**src/rtl/vga_frame_reader.sv**
```systemverilog
// VGA scan-out of one of two grayscale images stored back to back in a synchronous
// framebuffer. The pixel clock is clk/2; odd edges fetch, even edges display.
module vga_frame_reader #(
  parameter int IMG_W    = 256,
  parameter int IMG_H    = 256,
  parameter int ADDR_W   = 17,
  parameter int H_ACTIVE = 640,
  parameter int H_FP     = 16,
  parameter int H_SYNC   = 96,
  parameter int H_BP     = 48,
  parameter int V_ACTIVE = 480,
  parameter int V_FP     = 10,
  parameter int V_SYNC   = 2,
  parameter int V_BP     = 33
) (
  input  logic              clk,
  input  logic              reset,
  input  logic              imageSelector,
  input  logic              enableVGAX,
  output logic [ADDR_W-1:0] mem_addr,
  input  logic [7:0]        mem_rdata,
  output logic              vga_clk,
  output logic              vga_hsync,
  output logic              vga_vsync,
  output logic              vga_blank_n,
  output logic              vga_sync_n,
  output logic [7:0]        vga_r,
  output logic [7:0]        vga_g,
  output logic [7:0]        vga_b,
  output logic              frame_start
);
  localparam int H_TOTAL   = H_ACTIVE + H_FP + H_SYNC + H_BP;
  localparam int V_TOTAL   = V_ACTIVE + V_FP + V_SYNC + V_BP;
  localparam int HW        = $clog2(H_TOTAL);
  localparam int VW        = $clog2(V_TOTAL);
  localparam int IMG_SHIFT = $clog2(IMG_W);
  localparam int HS_BEG    = H_ACTIVE + H_FP;
  localparam int HS_END    = HS_BEG + H_SYNC;
  localparam int VS_BEG    = V_ACTIVE + V_FP;
  localparam int VS_END    = VS_BEG + V_SYNC;

  logic              r_phase;
  logic [HW-1:0]     r_h;
  logic [VW-1:0]     r_v;
  logic              r_sel_q;
  logic              r_en_q;
  logic [ADDR_W-1:0] r_addr;
  logic              r_hsync;
  logic              r_vsync;
  logic              r_blank_n;
  logic              r_fs;
  logic [7:0]        r_grey;

  logic              w_h_last;
  logic              w_v_last;
  logic              w_in_img;
  logic              w_active;
  logic              w_hs_pulse;
  logic              w_vs_pulse;
  logic [ADDR_W-1:0] w_base;
  logic [ADDR_W-1:0] w_pix_addr;
  logic [7:0]        w_grey;

  assign w_h_last   = int'(r_h) == H_TOTAL - 1;
  assign w_v_last   = int'(r_v) == V_TOTAL - 1;
  assign w_in_img   = (int'(r_h) < IMG_W) && (int'(r_v) < IMG_H);
  assign w_active   = (int'(r_h) < H_ACTIVE) && (int'(r_v) < V_ACTIVE);
  assign w_hs_pulse = (int'(r_h) >= HS_BEG) && (int'(r_h) < HS_END);
  assign w_vs_pulse = (int'(r_v) >= VS_BEG) && (int'(r_v) < VS_END);

  // Image width is a power of two, so the row offset is a plain shift.
  assign w_base     = r_sel_q ? ADDR_W'(IMG_W * IMG_H) : '0;
  assign w_pix_addr = w_base + (ADDR_W'(r_v) << IMG_SHIFT) + ADDR_W'(r_h);

  // mem_rdata here answers the address issued on the preceding phase-0 edge,
  // i.e. the same (h,v) the counters still hold.
  assign w_grey = (w_active && r_en_q && w_in_img) ? mem_rdata : 8'd0;

  always_ff @(posedge clk or posedge reset) begin
    if (reset) begin
      r_phase   <= 1'b0;
      r_h       <= '0;
      r_v       <= '0;
      r_sel_q   <= 1'b0;
      r_en_q    <= 1'b0;
      r_addr    <= '0;
      r_hsync   <= 1'b1;
      r_vsync   <= 1'b1;
      r_blank_n <= 1'b0;
      r_fs      <= 1'b0;
      r_grey    <= 8'd0;
    end else begin
      r_phase <= ~r_phase;
      r_fs    <= 1'b0;
      if (!r_phase) begin
        r_addr <= w_in_img ? w_pix_addr : '0;
      end else begin
        r_hsync   <= ~w_hs_pulse;
        r_vsync   <= ~w_vs_pulse;
        r_blank_n <= w_active;
        r_grey    <= w_grey;
        if (w_h_last) begin
          r_h <= '0;
          if (w_v_last) begin
            // Image choice and enable only change at frame boundaries.
            r_v     <= '0;
            r_sel_q <= imageSelector;
            r_en_q  <= enableVGAX;
            r_fs    <= 1'b1;
          end else begin
            r_v <= r_v + VW'(1);
          end
        end else begin
          r_h <= r_h + HW'(1);
        end
      end
    end
  end

  assign mem_addr    = r_addr;
  assign vga_clk     = r_phase;
  assign vga_hsync   = r_hsync;
  assign vga_vsync   = r_vsync;
  assign vga_blank_n = r_blank_n;
  assign vga_sync_n  = 1'b0;
  assign vga_r       = r_grey;
  assign vga_g       = r_grey;
  assign vga_b       = r_grey;
  assign frame_start = r_fs;
endmodule

```
**config.mk**
```make
export PLATFORM = sky130hd
export DESIGN_NAME = vga_frame_reader
export DESIGN_NICKNAME = d
export VERILOG_FILES = /design/src/rtl/vga_frame_reader.sv
export SDC_FILE = /design/constraint.sdc
export NUM_CORES = 1
export LEC_CHECK = 0
export BUFFER_PORTS_ARGS = -buffer_cell sky130_fd_sc_hd__buf_2
export CAP_MARGIN = 0
export CORE_MARGIN = 2
export CORE_UTILIZATION = 34
export DETAILED_ROUTE_END_ITERATION = 8
export SYNTH_ARGS = -nofsm -noshare
export SYNTH_HDL_FRONTEND = slang
export SYNTH_SLANG_ARGS = --single-unit
export TNS_END_PERCENT = 10
```
**constraint.sdc**
```tcl
create_clock -name clk -period 2.9 [get_ports clk]
set_input_delay 0.145 -clock clk [delete_from_list [all_inputs] [get_ports clk]]
set_output_delay 0.145 -clock clk [all_outputs]
set_load 0.005 [all_outputs]
```
Yosys cells after proc, flatten, opt, wreduce, memory -nomap -nowiden
Cells that the tools add are included.
{ "classes": {"add_sub_neg": 4, "multipliers": 0, "div_mod_pow": 0, "order_cmp": 8, "eq_ne": 2, "n_shift": 0, "n_mux": 8, "bitwise_logic": 3, "reduce_logical": 8} }
{ "ops": {"columns": ["operator", "n"], "rows": [
  ["10-bit by 9-bit < comparator with 1-bit output (second input constant)", 4],
  ["17-bit two-way mux", 2],
  ["10-bit by 1-bit adder with 10-bit output (second input constant)", 2],
  ["10-bit < comparator (second input constant)", 2],
  ["10-bit two-way mux", 2],
  ["17-bit by 10-bit adder with 17-bit output", 1],
  ["17-bit adder", 1],
  ["10-bit == test (second input constant)", 1],
  ["10-bit by 9-bit == test with 1-bit output (second input constant)", 1],
  ["10-bit >= comparator (second input constant)", 1],
  ["10-bit by 9-bit >= comparator with 1-bit output (second input constant)", 1],
  ["8-bit two-way mux", 1],
  ["1-bit logical AND", 6],
  ["1-bit two-way mux", 3],
  ["1-bit NOT", 3],
  ["3-bit AND reduction", 1],
  ["2-bit AND reduction", 1]
]} }
{ "word_totals": {"register_bits": 52, "latchBits": 0, "mem_bits_rw": 0, "romBits": 0, "inputBits": 12, "word_cells": 44, "memories": 0} }

Logic depth before layout (Yosys ltp)
{ "depth": {"depth_word": 5, "depth_mapped": 6} }

Least setup slack after synthesis
OpenSTA, ideal clock, no wires.
{ "synth_timing": {"path_kind": "register to register", "from": "reg r_v[5]", "to": "reg r_en_q", "arrival_ns": 1.874, "t_required_ns": 2.775, "slack_ns": 0.901, "stages_incl_launch_ff": 6, "path_buffers": 1, "period_less_slack_ns": 1.999, "path_cell_list": "dfrtp_1 buf_2 or3_1 or4_1 nor2_2 mux2_2"} }
{ "synth_between": {"elab_chain_len": 2} }
{ "synth_lines": {"columns": ["element", "line_no", "source"], "rows": [
  ["from (decl)", "44", "logic [VW-1:0] r_v;"],
  ["from (signal assigned)", "111", "r_v <= r_v + VW'(1);"],
  ["10-bit == test", "65", "assign w_v_last = int'(r_v) == V_TOTAL - 1;"],
  ["3-bit AND reduction (no line)", null, null],
  ["to (signal assigned)", "108", "r_en_q <= enableVGAX;"],
  ["to (decl)", "46", "logic r_en_q;"]
]} }
No other way between the ends.
A chain may end at the register's enable or synchronous reset.

Worst setup path in the final report
{ "layout_timing": {"from": "reg r_v[1]", "to": "reg r_sel_q"} }
{ "layout_between": {"elab_chain_len": 2} }
{ "layout_lines": {"columns": ["element", "line_no", "source"], "rows": [
  ["10-bit == test", "65", null],
  ["3-bit AND reduction (no line)", null, null],
  ["to (signal assigned)", "107", "r_sel_q <= imageSelector;"],
  ["to (decl)", "45", "logic r_sel_q;"]
]} }
No other way between the ends.

==> summary.txt <==
Timing
  – RSZ-0062 raised after global routing: false
  – Fin crit share: 0.760
  – Pins Over Slew Limit: 0
  – WHS: -0.0148 ns
  – Max_slew headroom: 0.450
  – Worst-margin pin slew: 0.824 ns
  – Setup_tns: 0 ns
  – Setup Skew: around 0.006 ns
  – Final Setup Violations: 0
  – Minimum clock period: around 2.2 ns
  – Fmax: around 0.45 GHz
  – Final Hold Vio Count: 29

Final layout
  – Area of the multi-input gates: approximately 1000 µm²
  – Final core occ: 0.401
  – Reg area: 1300 µm²
  – Fraction of layout cells with a size suffix above 1: 0.293
  – Layout area overhead: 13.6%
  – Fillers: about 740
  – Diode count: 0
  – Nets@finish: 305

Synth
  – Mapped Area: ~2600 µm²
  – Most frequent cell after synthesis: dfrtp_1
  – Part of the Yosys area used for sequential elements: 0.506
  – Number of distinct library cells after synthesis: 42
  – Syn Inst Count: 248
  – EDFF count, synth: 0
  – Synth top area share: 0.486
  – Post-synth ARST share: 1.00
  – Synth top cells by count: 50 x dfrtp_1, 24 x nand2_1, 17 x buf_4
  – Most area-hungry cell type in the Yosys netlist: dfrtp_1
  – Mean Syn Cell Area: a little over 10 µm²
  – Predominant post-synthesis flop cell: dfrtp_1
  – Post-Syn Nets: between 200 and 300
  – Synth Warn #: 0
  – Post-synthesis register bit count: 52
  – Synth top area cells: dfrtp_1 49%, buf_4 5.0%, a22o_1 4.8%

Floorplan
  – Die ar.: roughly 8300 µm²
  – IO Count: 59
  – Die W: between 90 and 100 µm
  – Die height: roughly 91 µm
  – Core ar.: 7290 µm²
  – Cell row count: 31
  – Starting density of the core: 0.353

Worst setup path
  – Worst-path cell with the longest stage delay: or4_1
  – Crit-path cells: inv_1 -> ha_1 -> nand4_1 -> or4_1 -> nor2_2 -> mux2_2
  – CP max FO: 7
  – Internal reg-to-reg setup slack: between 0.6 and 0.7 ns
  – Setup crit end kind: flop
  – CP Class: flop to flop
  – CP Launch Type: flop
  – WP data arrival: 2.40 ns
  – Critical Path RT: between 3 and 4 ns
  – Crit path largest cell delay: around 0.56 ns

Power
  – Leak: around 1.5 nW
  – Final Power: between 1 and 1.5 mW
  – Worst VDD drop: approximately 0.00017 V
  – PD cells: around 400 nW/µm²

CTS
  – Postcts setup bufs: 0
  – Post-CTS Resized: 0
  – Clock slew at reported path FFs: approximately 0.1 ns
  – Post-CTS Hold Fix Bufs: 0
  – Htree depth: 2
  – Clock buffer depth: 2
  – CTS Sinks: 52
  – Root Buffer Master: clkbuf_8
  – CTS tree: yes
  – TritonCTS Buffers: 5
  – Clock Latency Late Sink: 0.31 ns

Global routing
  – GR Util All Layers: 0.142
  – Initial antenna violation count: 0
  – First-pass GRT wire length: about 9400 µm
  – Largest net degree at the start of global routing: 42
  – Gr ovfl total: 0
  – Vias in the first global route: 1841

Detailed routing
  – DRT iter0 DRCs: around 170
  – Average routed wire per standard cell: approximately 14 µm
  – DRC viols: 0
  – DR vias/cell: between 4 and 5
  – DRT Pass-1 Iters: 4
  – Detail Route Antenna Nets: 0
  – Via count: about 1900
  – Drt total wl: between 5000 and 6000 µm

Status
  – Failing checks: negative hold slack
  – Status: finished, violations left

Placed design
  – DP HPWL: 4010 µm
  – Port Buf Inserts: 57
  – RD Place Congestion: about 0.93

Worst hold path
  – Hold Crit Class: input pin to asynchronous set/reset pin

Run
  – Max-cap check violation count: 0
-- through the flow --
step | std cells | area (µm²) | setup WS [ns]
3_3_place_gp | 378 | 2830 | 0.763
3_5_place_dp | 378 | 2830 | 0.698
4_1_cts | 386 | 2930 | 0.681
2_1_floorplan | 248 | 2580 | 0.901
5_1_grt | 386 | 2930 | 0.584
6_report | 386 | 2930 | 0.696
-- placed cells by master, fill, tap and decap left out, drive strengths merged --
master     n
fa         1
dfrtp     50
nand3b     2
and3       3
nor4       4
o31ai      5
or4b       1
nand4b     1
xor2       8
conb       1
a21bo      1
inv        9
dfstp      2
xnor2     13
or4        4
or2        1
clkbuf     6
nand4      5
a32o       1
o21ai     13
o22ai      1
a22o      14
nand2     24
or3        4
a21oi      4
ha         6
buf       62
and4       2
nand3     12
mux2       2
nor2      16
nand2b     1
clkinvlp   2
nor3       6
-- cell families after synthesis --
| group | count (synthesis) | synth area share |
|---|---|---|
| multiplexers | 2 | 0.00874 |
| buffers and inverters | 40 | 0.0884 |
| flip-flops | 52 | 0.506 |
| AND/OR/NAND/NOR | 86 | 0.180 |
| AO/OA/AOI/OAI | 39 | 0.107 |
| adder cells (fa/ha/maj) | 7 | 0.0369 |
| XOR/XNOR | 21 | 0.0714 |
| other | 1 | 0.00146 |
-- critical path: cells and delay by family, from the launching register on --
kind / cells / cell delay (ns)
multiplexers: 1 / 0.37
AND/OR/NAND/NOR: 3 / 0.95
adder cells (fa/ha/maj): 1 / 0.17
flip-flops: 1 / 0.44
buffers and inverters: 1 / 0.17
-- metal layers --
metal,wire length (µm),track usage,part of all wire,vias up
met5,0,0,0,-
met4,102,0.0581,0.018,0
met3,263,0.0315,0.048,8
met2,2500,0.223,0.45,56
met1,2670,0.189,0.48,906
li1,-,-,-,915
-- path summary, 6_finish.rpt --
check / startpoint / end / depth (start not counted)
hold reg to reg: mem_addr[1] / mem_addr[1] / 2
max in group asynchronous: reset / mem_addr[14] / 3
min in group clk: mem_rdata[6] / vga_b[6] / 2
setup reg to reg: r_v[1] / r_sel_q / 6
hold / removal: reset / vga_b[3] / 2
setup / recovery: r_v[1] / r_sel_q / 6
-- area by class of cell --
cell class,instances,share of cell area
clock inverter,2,0.00513
clock buffer,6,0.0282
timing repair buffer,62,0.110
multi-input combinational,156,0.357
tap,99,0.0423
sequential,52,0.445
inverter,9,0.0115
-- power breakdown --
part | leakage [nW] | total (mW) | switching, mW | internal, mW
sequential | 0.690 | 0.725 | 0 | 0.725
clock | 0.0434 | 0.439 | 0.245 | 0.194
combinational | 0.753 | 0.0237 | 0.0167 | 0.00700
-- state kept, by name (all words and copies together), names as in the netlist, 8 cells and up --
register  count
vga_b         8
r_h          10
r_v          10
mem_addr     17
No activity file was read; power rests on OpenSTA's default activity.
